**src/rtl/fft_pkg.sv**
```systemverilog
// Shared FFT constants, serializer state encoding and the res_flat packing helper.
// Anything that packs or unpacks the FFT result bus should use res_lsb.
package fft_pkg;

    localparam int FFT_N       = 8;
    localparam int FFT_W       = 12;
    localparam int FFT_LATENCY = 3;
    localparam int FFT_OUT_W   = 8;
    localparam int FFT_IDX_W   = 6;

    typedef enum logic [1:0] {
        ST_IDLE,
        ST_WAIT,
        ST_SEND
    } ser_state_e;

    // Bit position of the LSB of ak_re (im=0) or ak_im (im=1) inside res_flat.
    function automatic int res_lsb(input int k, input int w, input bit im);
        return 2 * w * k + (im ? w : 0);
    endfunction

endpackage

```
**src/rtl/fft_byte_mux.sv**
```systemverilog
// Selects one byte of the captured word array: the low byte of the word on even
// indices, and the sign-extended upper bits of the word on odd indices.
module fft_byte_mux
    import fft_pkg::*;
#(
    parameter int N_PTS = FFT_N,
    parameter int W     = FFT_W,
    parameter int OUT_W = FFT_OUT_W,
    parameter int IDX_W = FFT_IDX_W
) (
    input  logic [2*N_PTS-1:0][W-1:0] words,
    input  logic [IDX_W-1:0]          idx,
    output logic [OUT_W-1:0]          data
);

    localparam int SEL_W = $clog2(2 * N_PTS);

    logic [SEL_W-1:0]   sel;
    logic [W-1:0]       word;
    logic [2*OUT_W-1:0] word_ext;

    assign sel      = idx[SEL_W:1];
    assign word     = words[sel];
    // Widening a signed value replicates the sign bit into the upper byte.
    assign word_ext = (2*OUT_W)'(signed'(word));
    assign data     = idx[0] ? word_ext[2*OUT_W-1:OUT_W] : word_ext[OUT_W-1:0];

endmodule

```
**src/rtl/fft_out_serializer.sv**
```systemverilog
// Waits out the FFT pipeline latency after start, snapshots all results and
// streams them as bytes over a valid/ready interface.
module fft_out_serializer
    import fft_pkg::*;
#(
    parameter int N_PTS   = FFT_N,
    parameter int W       = FFT_W,
    parameter int OUT_W   = FFT_OUT_W,
    parameter int LATENCY = FFT_LATENCY
) (
    input  logic                 clk,
    input  logic                 rst,
    input  logic                 start,
    input  logic [N_PTS*2*W-1:0] res_flat,
    output logic [OUT_W-1:0]     out_data,
    output logic                 out_valid,
    input  logic                 out_ready,
    output logic                 out_last,
    output logic                 busy
);

    localparam int CNT_W   = $clog2(LATENCY + 1);
    localparam int N_BYTES = 4 * N_PTS;
    localparam logic [FFT_IDX_W-1:0] LAST_IDX = FFT_IDX_W'(N_BYTES - 1);
    localparam logic [CNT_W-1:0]     CNT_LOAD = CNT_W'(LATENCY);
    localparam logic [CNT_W-1:0]     CNT_ONE  = CNT_W'(1);

    ser_state_e               state, state_d;
    logic [CNT_W-1:0]         cnt, cnt_d;
    logic [FFT_IDX_W-1:0]     idx, idx_d;
    logic [2*N_PTS-1:0][W-1:0] cap, cap_in;
    logic                     cap_ld;
    logic [OUT_W-1:0]         mux_data;

    for (genvar k = 0; k < N_PTS; k++) begin : g_unpack
        assign cap_in[2*k]   = res_flat[res_lsb(k, W, 1'b0) +: W];
        assign cap_in[2*k+1] = res_flat[res_lsb(k, W, 1'b1) +: W];
    end

    always_ff @(posedge clk) begin
        if (rst) begin
            state <= ST_IDLE;
            cnt   <= '0;
            idx   <= '0;
            cap   <= '0;
        end else begin
            state <= state_d;
            cnt   <= cnt_d;
            idx   <= idx_d;
            if (cap_ld)
                cap <= cap_in;
        end
    end

    always_comb begin
        state_d = state;
        cnt_d   = cnt;
        idx_d   = idx;
        cap_ld  = 1'b0;
        case (state)
            ST_IDLE: begin
                if (start) begin
                    state_d = ST_WAIT;
                    cnt_d   = CNT_LOAD;
                end
            end
            ST_WAIT: begin
                cnt_d = cnt - CNT_ONE;
                // Counter reads 1 on the edge LATENCY edges after start.
                if (cnt == CNT_ONE) begin
                    cap_ld  = 1'b1;
                    state_d = ST_SEND;
                    idx_d   = '0;
                end
            end
            ST_SEND: begin
                if (out_ready) begin
                    if (idx == LAST_IDX) begin
                        state_d = ST_IDLE;
                        idx_d   = '0;
                    end else begin
                        idx_d = idx + FFT_IDX_W'(1);
                    end
                end
            end
            default: state_d = ST_IDLE;
        endcase
    end

    fft_byte_mux #(
        .N_PTS (N_PTS),
        .W     (W),
        .OUT_W (OUT_W),
        .IDX_W (FFT_IDX_W)
    ) u_byte_mux (
        .words (cap),
        .idx   (idx),
        .data  (mux_data)
    );

    assign out_valid = (state == ST_SEND);
    assign out_last  = out_valid && (idx == LAST_IDX);
    assign busy      = (state != ST_IDLE);
    assign out_data  = out_valid ? mux_data : '0;

endmodule
```
**config.mk**
```make
export PLATFORM = sky130hd
export DESIGN_NAME = fft_out_serializer
export DESIGN_NICKNAME = d
export VERILOG_FILES = /design/src/rtl/fft_pkg.sv /design/src/rtl/fft_byte_mux.sv /design/src/rtl/fft_out_serializer.sv
export SDC_FILE = /design/constraint.sdc
export NUM_CORES = 1
export LEC_CHECK = 0
export ABC_AREA = 1
export CAP_MARGIN = 40
export CORE_ASPECT_RATIO = 0.7
export CORE_MARGIN = 5
export CORE_UTILIZATION = 65
export CTS_CLUSTER_SIZE = 40
export DETAILED_ROUTE_END_ITERATION = 10
export DONT_BUFFER_PORTS = 1
export GPL_TIMING_DRIVEN = 1
export PLACE_DENSITY = 0.81
export SYNTH_ARGS = -nofsm -noshare
export SYNTH_HDL_FRONTEND = slang
export SYNTH_HIERARCHICAL = 1
export SYNTH_SLANG_ARGS = --single-unit
```
**constraint.sdc**
```tcl
create_clock -name clk -period 3.41 [get_ports clk]
set_clock_uncertainty 0.2 [all_clocks]
set_input_delay 0.5115 -clock clk [delete_from_list [all_inputs] [get_ports clk]]
set_output_delay 0.5115 -clock clk [all_outputs]
set_load 0.02 [all_outputs]
```
==> run_results.csv <==
group,metric,value,unit
power_and_ir_drop,swShare,0.265,
setup_path,reg2reg_slack,1.22,ns
yosys,ys.flop_type,"dfxtp_1",
routing,vias,8950,
power_and_ir_drop,internal_power,3.84,mW
clocking,clk_pin_slew,0.07,ns
power_and_ir_drop,combPwrFrac,0.119,
setup_path,crit_type,"reg -> out",
clocking,cts.repair.resized,0,
setup_path,reg2regPathDepth,7,
sta,setup_violations,0,
sta,slew_viol_final,0,
placed_design,dp.cells,1570,
finish,final_cells,1630,
setup_path,crit_fanout,74,
placed_design,gp_congestion,0.891,
floorplan,start_util,0.663,
global_route,antenna_found_initial,1,
yosys,synth-seq-cells,202,
yosys,yosys-top-cells-count,"nand2_1, inv_1, dfxtp_1, a21oi_1, o21ai_1",
status,status,"complete, no violations",
floorplan,chipWidth,156,microns
sta,rsz0062_at_grt,"false",
sta,min_period,3.20,ns
setup_path,required,2.70,ns
floorplan,rows,37,
yosys,synth_top_area_cell,"dfxtp_1",
placed_design,portBuffers,0,
yosys,synthesis.nets,1654,
setup_path,arrival,2.49,ns
power_and_ir_drop,ir_drop,0.397,mV
power_and_ir_drop,power.total,5.23,mW
setup_path,path_cells,"inv_4, buf_12, nand2_1, nand3_1, nand3_1, nand2_1, nand2_1, nand2_1, nand2_1, nand2_1, inv_1, nor2_1, buf_4",
sta,slew_headroom,0.434,
power_and_ir_drop,seq_power_share,0.496,
yosys,syn_area,0.00976,sq mm
floorplan,placeableCoreArea,0.0147,sq mm
sta,hold_viol_final,0,
sta,period_share,0.938,
clocking,clock_latency,0.49,ns
setup_path,cp_slowest_stage_delay,0.36,ns
setup_path,cp-end-kind,"primary output",
sta,tns,0,ns
setup_path,r2r_start,"idx[1]$_SDFFE_PP0P_",
yosys,synth_top_area_frac,0.414,
setup_path,cpMostUsedCell,"nand2_1",
clocking,cts_max_level,1,
yosys,synth_cell_type_count,23,
routing,dr.pass1.iters,5,
global_route,grt.overflow.total,0,
clocking,cts_buffers,19,
finish,final_area,0.0105,sq mm
job,max_cap_viol_count,0,
global_route,grt_pass1_vias,8244,
power_and_ir_drop,p_switching,1.39,mW
yosys,synth-edff-count,0,
power_and_ir_drop,powerDensity,500,mW/mm^2
setup_path,critPathTopFamily,"simple AND/OR/NAND/NOR gates",
routing,routedWlPerCell,15.9,microns
routing,drt_iter0_drc,786,
routing,wl,25900,microns
clocking,cts_tree,"yes",
power_and_ir_drop,p_clk_frac,0.385,
clocking,cts-root-buf,"clkbuf_16",
setup_path,path_buf_inv,4,
yosys,seq_area_frac_synth,0.414,
yosys,yosys_warnings,6,
floorplan,pin_count,207,
yosys,synth_area_leaders,"dfxtp_1, nand2_1, inv_1",
routing,viasPerCell,5.49,
finish,antenna_cells,0,
min_path,hold_depth,2,
sta,worst_slew_pin_slew,0.848,ns
clocking,cts_sinks,202,
floorplan,chipHeight,113,microns
finish,finalCoreUtilization,0.710,
global_route,grt_start_max_net_pins,117,
routing,detail-route-antenna-nets,0,
power_and_ir_drop,p_leak,3.97,nW
min_path,hold_class,"in -> reg",
finish,fin_nets,1621,
setup_path,r2r-end,"idx[5]$_SDFFE_PP0P_",
placed_design,placed_area,0.00961,sq mm
min_path,min-delay-start,"res_flat[126]",
setup_path,critPathSlowestCell,"dfxtp_4",
setup_path,startpoint_type,"flip-flop",
yosys,syn_area_per_cell,6.70,sq um
global_route,grt_usage,0.286,
routing,drc,0,
global_route,grt_pass1_wl,41400,microns
yosys,syn_inst,1456,
clocking,clockBufferDepth,3,
finish,layout-drive-gt1-share,0.0425,
min_path,hold_end,"cap[126]$_SDFFE_PP0P_",
yosys,synthArstFlopShare,0,
sta,max_freq,313,MHz
yosys,post-synth-top-count-cell,"nand2_1",
floorplan,die_area,0.0176,sq mm
finish,area_growth,7.19,%
placed_design,hpwl,17700,microns
[logic make-up (layout without fill, tap and decap cells)]
family                   Yosys count  count (layout)  share of synthesized area
AO/OA/AOI/OAI                    396             396                      0.203
adder cells (fa/ha/maj)            2               2                    0.00256
buffers and inverters            388             367                      0.178
flip-flops                       202             202                      0.414
AND/OR/NAND/NOR                  468             468                      0.202
[cells in the final DEF, fill, tap and decap left out, drive strengths merged]
cell,synthesis,layout
dfxtp,202,202
ha,2,2
nor3,1,1
nand4,2,2
buf,78,21
nand3,147,147
nand2,295,295
clkinvlp,0,1
or2,3,3
inv,286,287
a21oi,196,196
nor2,20,20
dlygate4sd3,0,27
clkinv,0,4
clkbuf,24,27
o21ai,199,199
a31oi,1,1
[final cells by class]
| class | count | area [sq um] |
|---|---|---|
| clock buffer | 27 | 546 |
| clock inverter | 6 | 36.3 |
| fill | 1252 | 4260 |
| inverter | 286 | 1080 |
| multi-input combinational | 866 | 3980 |
| sequential | 202 | 4050 |
| tap | 195 | 244 |
| timing repair buffer | 48 | 528 |
[power by group through the flow]
| stage | clock (mW) | sequential [mW] | combinational [mW] |
|---|---|---|---|
| 4_1_cts | 2.04 | 2.59 | 0.618 |
| 3_5_place_dp | 0 | 2.65 | 0.587 |
| 3_3_place_gp | 0 | 2.64 | 0.570 |
| 6_report | 2.01 | 2.60 | 0.624 |
| 2_1_floorplan | 0 | 2.62 | 0.511 |
| 5_1_grt | 2.14 | 2.61 | 0.715 |
[what timing repair did]
item,in CTS,in global routing
setup buffers,0,0
endpoints found under the hold margin,27,1
hold buffers,26,1
[stage by stage]
step	hold slack [ns]	worst slack [ns]
after floorplan	0.223	1.16
after global placement	0.233	0.773
after detailed placement	0.236	0.780
after CTS	0.000126	0.251
after global routing	0.00566	0.0772
final	0.00457	0.212
[registers in the layout (all words and copies together) (netlist names)]
name,count
idx,6
cap,192
cnt,2
state,2
[worst reg2reg max path: cells and delay by family, from the launching register on]
family          cells  cell delay (ns)
compound gates      1             0.44
simple gates        4             0.45
fa+ha+maj           1             0.27
buf+inv             1             0.36
flops               1             0.37
[routing by layer]
metal	track usage	wire [microns]	vias up
met3	0.0728	2840	44
met4	0.0723	587	2
met1	0.415	11300	3980
li1	-	-	4529
met2	0.425	11100	395
met5	0	7	-
[worst max-delay path by stage]
stage / start / endpoint / cells past startpoint / slack (ns)
floorplan: idx[1]$_SDFFE_PP0P_ / out_data[5] / 13 / 1.16
global placement: idx[1]$_SDFFE_PP0P_ / out_data[1] / 13 / 0.77
detailed placement: idx[1]$_SDFFE_PP0P_ / out_data[1] / 13 / 0.78
CTS: idx[1]$_SDFFE_PP0P_ / out_data[1] / 13 / 0.25
global route: idx[1]$_SDFFE_PP0P_ / out_data[1] / 13 / 0.08
finish: idx[1]$_SDFFE_PP0P_ / out_data[1] / 13 / 0.21
Note: power is estimated with default switching activity, not from simulation.
